**config.mk**
```make
export PLATFORM = sky130hd
export DESIGN_NAME = mem_access_stage
export DESIGN_NICKNAME = d
export VERILOG_FILES = /design/src/rtl/my_pkg.sv /design/src/rtl/mem_access_stage_align.sv /design/src/rtl/mem_access_stage.sv
export SDC_FILE = /design/constraint.sdc
export NUM_CORES = 1
export LEC_CHECK = 0
export ABC_CLOCK_PERIOD_IN_PS = 8000
export CAP_MARGIN = 20
export CORE_MARGIN = 4
export CORE_UTILIZATION = 43
export CTS_BUF_LIST = sky130_fd_sc_hd__clkbuf_8 sky130_fd_sc_hd__clkbuf_16
export CTS_CLUSTER_DIAMETER = 150
export CTS_CLUSTER_SIZE = 30
export DETAILED_ROUTE_END_ITERATION = 10
export PLACE_DENSITY_LB_ADDON = 0.2
export SLEW_MARGIN = 20
export SYNTH_ARGS = -nofsm -noshare
export SYNTH_HDL_FRONTEND = slang
export SYNTH_SLANG_ARGS = --single-unit
```
**constraint.sdc**
```tcl
create_clock -name CLK -period 8 [get_ports CLK]
set_input_delay 1.6 -clock CLK [delete_from_list [all_inputs] [get_ports CLK]]
set_output_delay 1.6 -clock CLK [all_outputs]
set_load 0.02 [all_outputs]
```
**src/rtl/my_pkg.sv**
```systemverilog
// Shared types and constants for the memory-access stage of the RISC-V core.
package my_pkg;

  typedef struct packed {
    logic mem_read;
    logic mem_write;
    logic reg_write;
    logic mem_to_reg;
    logic branch;
  } mem_ctrl_t;

  typedef enum logic {
    IDLE     = 1'b0,
    WAIT_RSP = 1'b1
  } mem_state_e;

  localparam logic [2:0] F3_B  = 3'b000;
  localparam logic [2:0] F3_H  = 3'b001;
  localparam logic [2:0] F3_W  = 3'b010;
  localparam logic [2:0] F3_BU = 3'b100;
  localparam logic [2:0] F3_HU = 3'b101;

endpackage

```
**src/rtl/mem_access_stage_align.sv**
```systemverilog
// Combinational byte-lane logic: store enables/data, misalignment and load extension.
module load_store_align
  import my_pkg::*;
(
  input  logic [2:0]  funct3,
  input  logic [1:0]  addr_lo,
  input  logic [31:0] store_data,
  input  logic [31:0] rdata,
  output logic [3:0]  be,
  output logic [31:0] wdata,
  output logic        mis,
  output logic [31:0] load_data
);

  logic [7:0]  lane_byte;
  logic [15:0] lane_half;

  assign lane_byte = rdata[{addr_lo, 3'b000} +: 8];
  assign lane_half = rdata[{addr_lo[1], 4'b0000} +: 16];

  always_comb begin
    be        = 4'b1111;
    wdata     = store_data;
    mis       = 1'b0;
    load_data = rdata;
    case (funct3)
      F3_B, F3_BU: begin
        be        = 4'b0001 << addr_lo;
        wdata     = {4{store_data[7:0]}};
        load_data = {{24{lane_byte[7] & ~funct3[2]}}, lane_byte};
      end
      F3_H, F3_HU: begin
        mis       = addr_lo[0];
        be        = 4'b0011 << addr_lo;
        wdata     = {2{store_data[15:0]}};
        load_data = {{16{lane_half[15] & ~funct3[2]}}, lane_half};
      end
      default: begin
        mis = (addr_lo != 2'b00);
      end
    endcase
  end

endmodule

```
**src/rtl/mem_access_stage.sv**
```systemverilog
// MEM stage: EX/MEM register, data-memory handshake FSM, branch resolution and MEM/WB register.
module mem_access_stage
  import my_pkg::*;
#(
  parameter int AW = 32,
  parameter int DW = 32
) (
  input  logic          CLK,
  input  logic          RST,
  input  logic          EN,
  input  logic          flush,
  input  logic [DW-1:0] ex_alu_result,
  input  logic [DW-1:0] ex_store_data,
  input  logic [31:0]   ex_pc_jump,
  input  logic          ex_bit_branch,
  input  logic [4:0]    ex_rd,
  input  logic [2:0]    ex_funct3,
  input  mem_ctrl_t     ex_ctrl,
  output logic [DW-1:0] mem_alu_result,
  output logic [4:0]    mem_rd,
  output logic          mem_reg_write,
  output logic          pc_src,
  output logic [31:0]   pc_jump,
  output logic          stall,
  output logic          misalign,
  output logic          dmem_req,
  output logic          dmem_we,
  output logic [3:0]    dmem_be,
  output logic [AW-1:0] dmem_addr,
  output logic [DW-1:0] dmem_wdata,
  input  logic          dmem_gnt,
  input  logic          dmem_rvalid,
  input  logic [DW-1:0] dmem_rdata,
  output logic [DW-1:0] wb_read_data,
  output logic [DW-1:0] wb_alu_result,
  output logic [4:0]    wb_rd,
  output logic          wb_reg_write,
  output logic          wb_mem_to_reg
);

  if (DW != 32) begin : g_dw_check
    $error("mem_access_stage: DW must be 32");
  end

  logic [31:0] alu_q, alu_d, sdata_q, sdata_d, pcj_q, pcj_d;
  logic        bb_q, bb_d;
  logic [4:0]  rd_q, rd_d;
  logic [2:0]  f3_q, f3_d;
  mem_ctrl_t   ctrl_q, ctrl_d;
  mem_state_e  state_q, state_d;

  logic [31:0] wb_rdata_q, wb_rdata_d, wb_alu_q, wb_alu_d;
  logic [4:0]  wb_rd_q, wb_rd_d;
  logic        wb_rw_q, wb_rw_d, wb_m2r_q, wb_m2r_d;

  logic [3:0]  be;
  logic [31:0] wdata, load_data;
  logic        mis, op, acc_ok, done;

  load_store_align u_align (
    .funct3     (f3_q),
    .addr_lo    (alu_q[1:0]),
    .store_data (sdata_q),
    .rdata      (dmem_rdata),
    .be         (be),
    .wdata      (wdata),
    .mis        (mis),
    .load_data  (load_data)
  );

  assign op     = ctrl_q.mem_read | ctrl_q.mem_write;
  assign acc_ok = op & ~mis;
  assign done   = (dmem_req & ctrl_q.mem_write & dmem_gnt)
                | ((state_q == WAIT_RSP) & dmem_rvalid);

  assign stall      = acc_ok & ~done;
  assign misalign   = op & mis;
  assign dmem_req   = (state_q == IDLE) & acc_ok;
  assign dmem_we    = (state_q == IDLE) & ctrl_q.mem_write;
  // Enables stay quiet unless a store is in MEM, so the bus is all-zero after reset.
  assign dmem_be    = ctrl_q.mem_write ? be : 4'b0000;
  assign dmem_addr  = {alu_q[AW-1:2], 2'b00};
  assign dmem_wdata = wdata;

  assign mem_alu_result = alu_q;
  assign mem_rd         = rd_q;
  assign mem_reg_write  = ctrl_q.reg_write;
  assign pc_src         = ctrl_q.branch & bb_q;
  assign pc_jump        = pcj_q;

  assign wb_read_data  = wb_rdata_q;
  assign wb_alu_result = wb_alu_q;
  assign wb_rd         = wb_rd_q;
  assign wb_reg_write  = wb_rw_q;
  assign wb_mem_to_reg = wb_m2r_q;

  always_comb begin
    alu_d      = alu_q;
    sdata_d    = sdata_q;
    pcj_d      = pcj_q;
    bb_d       = bb_q;
    rd_d       = rd_q;
    f3_d       = f3_q;
    ctrl_d     = ctrl_q;
    state_d    = state_q;
    wb_rdata_d = wb_rdata_q;
    wb_alu_d   = wb_alu_q;
    wb_rd_d    = wb_rd_q;
    wb_rw_d    = wb_rw_q;
    wb_m2r_d   = wb_m2r_q;
    if (EN) begin
      if (!stall) begin
        alu_d   = ex_alu_result;
        sdata_d = ex_store_data;
        pcj_d   = ex_pc_jump;
        bb_d    = ex_bit_branch;
        rd_d    = ex_rd;
        f3_d    = ex_funct3;
        ctrl_d  = flush ? '0 : ex_ctrl;
      end
      case (state_q)
        IDLE:
          if (dmem_req & ctrl_q.mem_read & ~ctrl_q.mem_write & dmem_gnt) state_d = WAIT_RSP;
        WAIT_RSP:
          if (dmem_rvalid) state_d = IDLE;
        default: state_d = IDLE;
      endcase
      if (stall) begin
        wb_rdata_d = '0;
        wb_alu_d   = '0;
        wb_rd_d    = '0;
        wb_rw_d    = 1'b0;
        wb_m2r_d   = 1'b0;
      end else begin
        wb_rdata_d = load_data;
        wb_alu_d   = alu_q;
        wb_rd_d    = rd_q;
        wb_rw_d    = ctrl_q.reg_write & ~misalign;
        wb_m2r_d   = ctrl_q.mem_to_reg;
      end
    end
  end

  always_ff @(posedge CLK or posedge RST) begin
    if (RST) begin
      alu_q      <= '0;
      sdata_q    <= '0;
      pcj_q      <= '0;
      bb_q       <= 1'b0;
      rd_q       <= '0;
      f3_q       <= '0;
      ctrl_q     <= '0;
      state_q    <= IDLE;
      wb_rdata_q <= '0;
      wb_alu_q   <= '0;
      wb_rd_q    <= '0;
      wb_rw_q    <= 1'b0;
      wb_m2r_q   <= 1'b0;
    end else begin
      alu_q      <= alu_d;
      sdata_q    <= sdata_d;
      pcj_q      <= pcj_d;
      bb_q       <= bb_d;
      rd_q       <= rd_d;
      f3_q       <= f3_d;
      ctrl_q     <= ctrl_d;
      state_q    <= state_d;
      wb_rdata_q <= wb_rdata_d;
      wb_alu_q   <= wb_alu_d;
      wb_rd_q    <= wb_rd_d;
      wb_rw_q    <= wb_rw_d;
      wb_m2r_q   <= wb_m2r_d;
    end
  end

endmodule

```
==> results of run 1 <==
==> logic make-up after synthesis <==
group                  Yosys count  share of synthesized area [%]
flip-flops                     182                           53.5
buffers and inverters          159                           10.3
multiplexers                   143                           18.8
AO/OA/AOI/OAI                  131                           11.6
AND/OR/NAND/NOR                107                           5.69
other                            1                         0.0441
==> layout make-up <==
cell class,count,area [um^2]
inverters,71,274
repair buffers,366,3640
well taps,265,332
clock buffers,18,439
flip-flops and latches,182,4550
fillers,1595,6960
clock inverters,14,185
multi-input cells,383,3080
==> through the flow <==
step	setup slack, ns	hold WS (ns)	utilization (%)
after floorplan	1.46	0.459	-
after global placement	2.17	0.469	61.1
after detailed placement	2.17	0.475	61.1
after CTS	2.16	0.492	64.3
after global routing	2.03	0.500	64.3
final	2.16	0.488	64.3
==> metal layers <==
metal	GRT usage (%)	vias up
met3	8.84	27
met1	27.1	3148
met2	36.6	254
met5	0	-
li1	-	3047
met4	6.24	0
==> worst max path at each step <==
stage	endpoint	depth (start not counted)	from
after detailed placement	stall	5	dmem_rvalid
final	stall	5	dmem_rvalid
after global routing	stall	5	dmem_rvalid
after floorplan	bb_q	1	RST
after global placement	stall	5	dmem_rvalid
after CTS	stall	5	dmem_rvalid
==> worst max-delay path, cell delays in order <==
cell             delay (ns)
clkdlybuf4s50_1        0.45
a22o_4                 0.30
or2_1                  0.35
inv_2                  0.75
clkdlybuf4s50_1        0.76
==> power by group through the flow <==
stage / Combinational [mW] / Sequential [mW] / Clock (mW)
floorplan: 1.08 / 1.80 / 0
global placement: 2.38 / 1.51 / 0
detailed placement: 2.39 / 1.52 / 0
CTS: 2.41 / 1.51 / 0.919
global route: 2.53 / 1.56 / 0.954
finish: 2.38 / 1.50 / 0.899
==> cells in the final DEF, fill, tap and decap left out, drive strengths merged, types with 2 or more instances in the layout <==
master	instances
a21boi	2
clkdlybuf4s50	358
clkbuf	18
inv	78
a221oi	2
o21ai	25
a2bb2oi	6
nor2b	13
nor2	24
a21oi	8
clkinvlp	2
conb	2
a31oi	2
dfrtp	182
nand2	53
clkinv	2
a41o	6
o22ai	56
mux2i	15
buf	8
o21a	7
nand2b	3
bufinv	3
mux2	128
o32ai	9
o211ai	2
nor4	7
==> impl_metrics.toml, run 1 <==
[worst_setup_path]
r2r-end = "pc_jump[11]"
worst-path-max-fanout = 47
end_kind = "output pin"
worst_setup_path_start_kind = "primary input"
rr_worst_depth = 5
reg2reg_slack_ns = 5.00
cp.required_ns = 6.40
path_class = "primary input to output pin"
r2r_start = "mem_alu_result[0]"
cp_data_arrival_time_ns = 4.24

[synthesis]
syn_avg_cell_area_um2 = 11.8
synth_cell_type_count = 50
synth_warnings = 0
synth_top_area_share_pct = 53.5
synth_edf_count = 0
async_flop_share_pct = 100
synthTopCellsByCount = "dfrtp_1, inv_1, mux2_1"
syn_area_um2 = 8510
synth_seq_cells = 182
synth-seq-area-share_pct = 53.5
synth_top_cell_by_area = "dfrtp_1"
yosysMostFrequentCell = "dfrtp_1"
ys_top_cells_by_area = "dfrtp_1, mux2_1, mux2_2"
synth_ff_type = "dfrtp_1"
netlist_instances = 723

[clock_tree]
ctsResizeCount = 0
clockBufferDepth = 2
htreeDepth = 4
cts_tree = "yes"
root_buffer = "clkbuf_16"
post-cts-setup-buffer-count = 0
numCtsBuffers = 17
cts_num_sinks = 182
clock_latency_ns = 0.43
path_clk_slew_ns = 0.07
ctsHoldBuffers = 0

[floorplanning]
initial_core_util_pct = 43.7
row_count = 51
ios = 362
dieHeight_um = 149
dieArea_um2 = 22100
core_um2 = 19500
die_w_um = 149

[routing]
avgViaCountPerCell = 4.99
routed.top_layer = "met4"
drt_pass1_iterations = 4
routed_wl_um = 24700
avgRoutedWirePerCell_um = 19.0
postRouteAntennaNets = 0
drc = 0
num_vias = 6476
wl_met1_um = 9660
met3_wirelength_um = 2460
route.met2.wl_um = 12100
drt_iter0_drc = 277

[sta]
min_period_ns = 5.84
relSlewSlack_pct = 31.6
worstMarginPinSlew_ns = 1.03
fmax_mhz = 171
rsz0062_at_grt = "false"
skew_ns = 0.00786
min_period_over_period_pct = 73.0
hold_violations = 0
fin_setup_tns_ns = 0
finalSetupViolCount = 0
slew_viol_final = 0

[worst_hold_path]
hold-path-endpoint = "sdata_q[16]"
hp-start = "sdata_q[16]"
holdPathStages = 1
hold_class = "register to register"

[grt]
grt_max_degree = 113
grt_pass1_wl_um = 38100
grt.overflow.total = 0
track_usage_pct = 22.2
antenna_found_initial = 0
grt_pass1_vias = 6733

[power]
combPwrFrac_pct = 49.8
power_frac_clock_pct = 18.8
power_leakage_nw = 5.29
seqPwrFrac_pct = 31.4
p_per_area_nw_per_um2 = 382
p_sw_mw = 1.86
sw_frac_of_total_pct = 38.9
peakVddDrop_mv = 0.224
power_mw = 4.78
p_int_mw = 2.92

[cells_and_area]
final_cells = 1299
drive_gt1_share_pct = 11.8
diodes = 0
final_net_count = 1169
fin_area_um2 = 12500
area_growth_pct = 47.0

[placed_design]
place_inst = 1267
placed_area_um2 = 11900
dp_hpwl_um = 17600
gp_congestion = 0.799
place.port_buffers = 359

[status]
status = "finished, final reports clean"

[job]
max_cap_violations = 0
(Power assumes the default switching activity.)
==> inputs of run 2 (changes only) <==
--- a/config.mk
+++ b/config.mk
@@ -5,10 +5,10 @@
 export SDC_FILE = /design/constraint.sdc
 export NUM_CORES = 1
 export LEC_CHECK = 0
-export ABC_CLOCK_PERIOD_IN_PS = 8000
+export ABC_CLOCK_PERIOD_IN_PS = 5100
 export CAP_MARGIN = 20
 export CORE_MARGIN = 4
-export CORE_UTILIZATION = 43
+export CORE_UTILIZATION = 39
 export CTS_BUF_LIST = sky130_fd_sc_hd__clkbuf_8 sky130_fd_sc_hd__clkbuf_16
 export CTS_CLUSTER_DIAMETER = 150
 export CTS_CLUSTER_SIZE = 30
==> constraint.sdc (replaced) <==
create_clock -name CLK -period 5.1 [get_ports CLK]
set_input_delay 1.02 -clock CLK [delete_from_list [all_inputs] [get_ports CLK]]
set_output_delay 1.02 -clock CLK [all_outputs]
set_load 0.02 [all_outputs]
==> run 2 against run 1 <==
Largest cell class unchanged. Non-clock buffer count is 3 higher. Global-route usage is 1.9 points lower. Final cell count is 1.0% higher. Routed wire length is 0.87% higher. Sequential share of layout area is 0.21 points lower. Register-to-register slack worse by 2.7 ns. Highest routed layer is now met5. Clock-buffer cell count stayed put. Power is 56% higher. Sequential cell count stayed put. Core utilization is 5.0 points lower. Via count is 0.65% higher.
==> impl_metrics.toml, run 2 (synthesis gave the netlist of run 1 again) <==
[sta]
fmax_mhz = 256
rsz0062_at_grt = "false"
fin_ws_ns = 1.20
skew_ns = 0.0132
relSlewSlack_pct = 33.6
fin_setup_tns_ns = 0
slew_viol_final = 0
finalSetupViolCount = 0
worstMarginPinSlew_ns = 0.995
hold_violations = 0
min_period_ns = 3.90
min_period_over_period_pct = 76.6

[power]
p_sw_mw = 2.94
p_int_mw = 4.52
power_leakage_nw = 5.32
combPwrFrac_pct = 50.2
power_mw = 7.47
power_frac_clock_pct = 18.0
sw_frac_of_total_pct = 39.4
peakVddDrop_mv = 0.277
p_per_area_nw_per_um2 = 594
seqPwrFrac_pct = 31.7

[routing]
drc = 0
num_vias = 6518
avgRoutedWirePerCell_um = 19.0
drt_pass1_iterations = 4
routed_wl_um = 24900
drt_iter0_drc = 284
postRouteAntennaNets = 0
avgViaCountPerCell = 4.97

[worst_setup_path]
cp.required_ns = 4.08
cpPeakStageDelay_ns = 0.62
worst_setup_path_start_kind = "primary input"
end_kind = "output pin"
critical_path.most_common_cell = "clkdlybuf4s50_1"
cp_data_arrival_time_ns = 2.88
worst-path-max-fanout = 7
cp_num_buf_inv = 3
path_class = "primary input to output pin"
crit_slowest_cell = "clkdlybuf4s50_1"
path_cells = "clkdlybuf4s50_1, a22o_4, or2_1, inv_2, clkdlybuf4s50_1"
cp_top_family = "buffers and inverters"

[floorplanning]
die_w_um = 156
initial_core_util_pct = 40.1
dieHeight_um = 156
core_um2 = 21200
dieArea_um2 = 24200
row_count = 53
ios = 362

[cells_and_area]
multi_input_area_um2 = 3080
area_growth_pct = 47.9
diodes = 0
drive_gt1_share_pct = 12.1
fin_util_pct = 59.3
regArea_um2 = 4550
final_net_count = 1172
final_cells = 1312
layout_common_cells = "clkdlybuf4s50_1, dfrtp_1, inv_1"
final_common_cell = "clkdlybuf4s50_1"
fill_cells = 1782

[clock_tree]
clockBufferDepth = 2
root_buffer = "clkbuf_16"
numCtsBuffers = 17
clock_latency_ns = 0.43
cts_num_sinks = 182
htreeDepth = 4
cts_tree = "yes"
ctsHoldBuffers = 0
path_clk_slew_ns = 0.07
post-cts-setup-buffer-count = 0
ctsResizeCount = 0

[status]
status = "finished, final reports clean"

[job]
max_cap_violations = 0

[grt]
grt_max_degree = 94
track_usage_pct = 20.3
grt_pass1_vias = 6786
antenna_found_initial = 1
grt.overflow.total = 0
grt_pass1_wl_um = 38700

[placed_design]
dp_hpwl_um = 18000
gp_congestion = 0.818
place.port_buffers = 359
place_inst = 1280
dp_slack_ns = 1.20

[worst_hold_path]
hold_class = "register to register"
==> run 2: changes by cell type in the layout (fill, tap and decap cells not counted) <==
cell / change
buf_12: +5
inv_8: +2
buf_4: -2
inv_6: -5
bufinv_16: -2
clkinv_2: -1
clkinv_4: +5
clkinv_8: +1
==> run 2: metrics by stage <==
| stage | area [um^2] | hold WS, ns |
|---|---|---|
| after CTS | 12600 | 0.496 |
| after global routing | 12600 | 0.507 |
| after floorplan | 8510 | 0.459 |
| after detailed placement | 12000 | 0.478 |
| final | 12600 | 0.490 |
| after global placement | 12000 | 0.470 |
==> run 2: area by class of cell <==
| type | instances | share of cell area, % |
|---|---|---|
| clock buffers | 18 | 3.49 |
| clock inverters | 14 | 1.29 |
| inverters | 71 | 2.15 |
| repair buffers | 369 | 29.6 |
| flip-flops and latches | 182 | 36.2 |
| multi-input cells | 383 | 24.5 |
| well taps | 275 | 2.74 |
==> run 2: metal layers <==
layer | vias up | global-route usage, % | wire [um]
met5 | - | 0 | 11
met4 | 2 | 5.92 | 482
met3 | 34 | 8.27 | 2630
met2 | 290 | 32.5 | 11700
met1 | 3126 | 25.6 | 10100
li1 | 3066 | - | -
==> run 2: worst reg2reg max path: stages, from the launching register on <==
cell      delay, ns
dfrtp_1        0.66
o21ai_2        0.31
o211ai_2       0.20
o21ai_4        0.74
buf_12         0.34
mux2_2         0.41
==> run 2: power by group through the flow <==
stage	sequential (mW)	combinational [mW]	clock, mW
6_report	2.37	3.75	1.35
5_1_grt	2.46	3.99	1.44
2_1_floorplan	2.83	1.70	0
4_1_cts	2.38	3.79	1.38
3_5_place_dp	2.40	3.78	0
3_3_place_gp	2.38	3.75	0
==> run 2: worst paths after layout <==
check                                   from                  to  slack, ns  cells after the start
max                              dmem_rvalid               stall       1.20                      5
min                              sdata_q[26]         sdata_q[26]       0.49                      1
max reg2reg                mem_alu_result[0]         sdata_q[29]       2.33                      5
min reg2reg                      sdata_q[26]         sdata_q[26]       0.49                      1
max in group asynchronous                RST  mem_alu_result[17]       3.08                      3
min in group asynchronous                RST         sdata_q[17]       1.06                      2
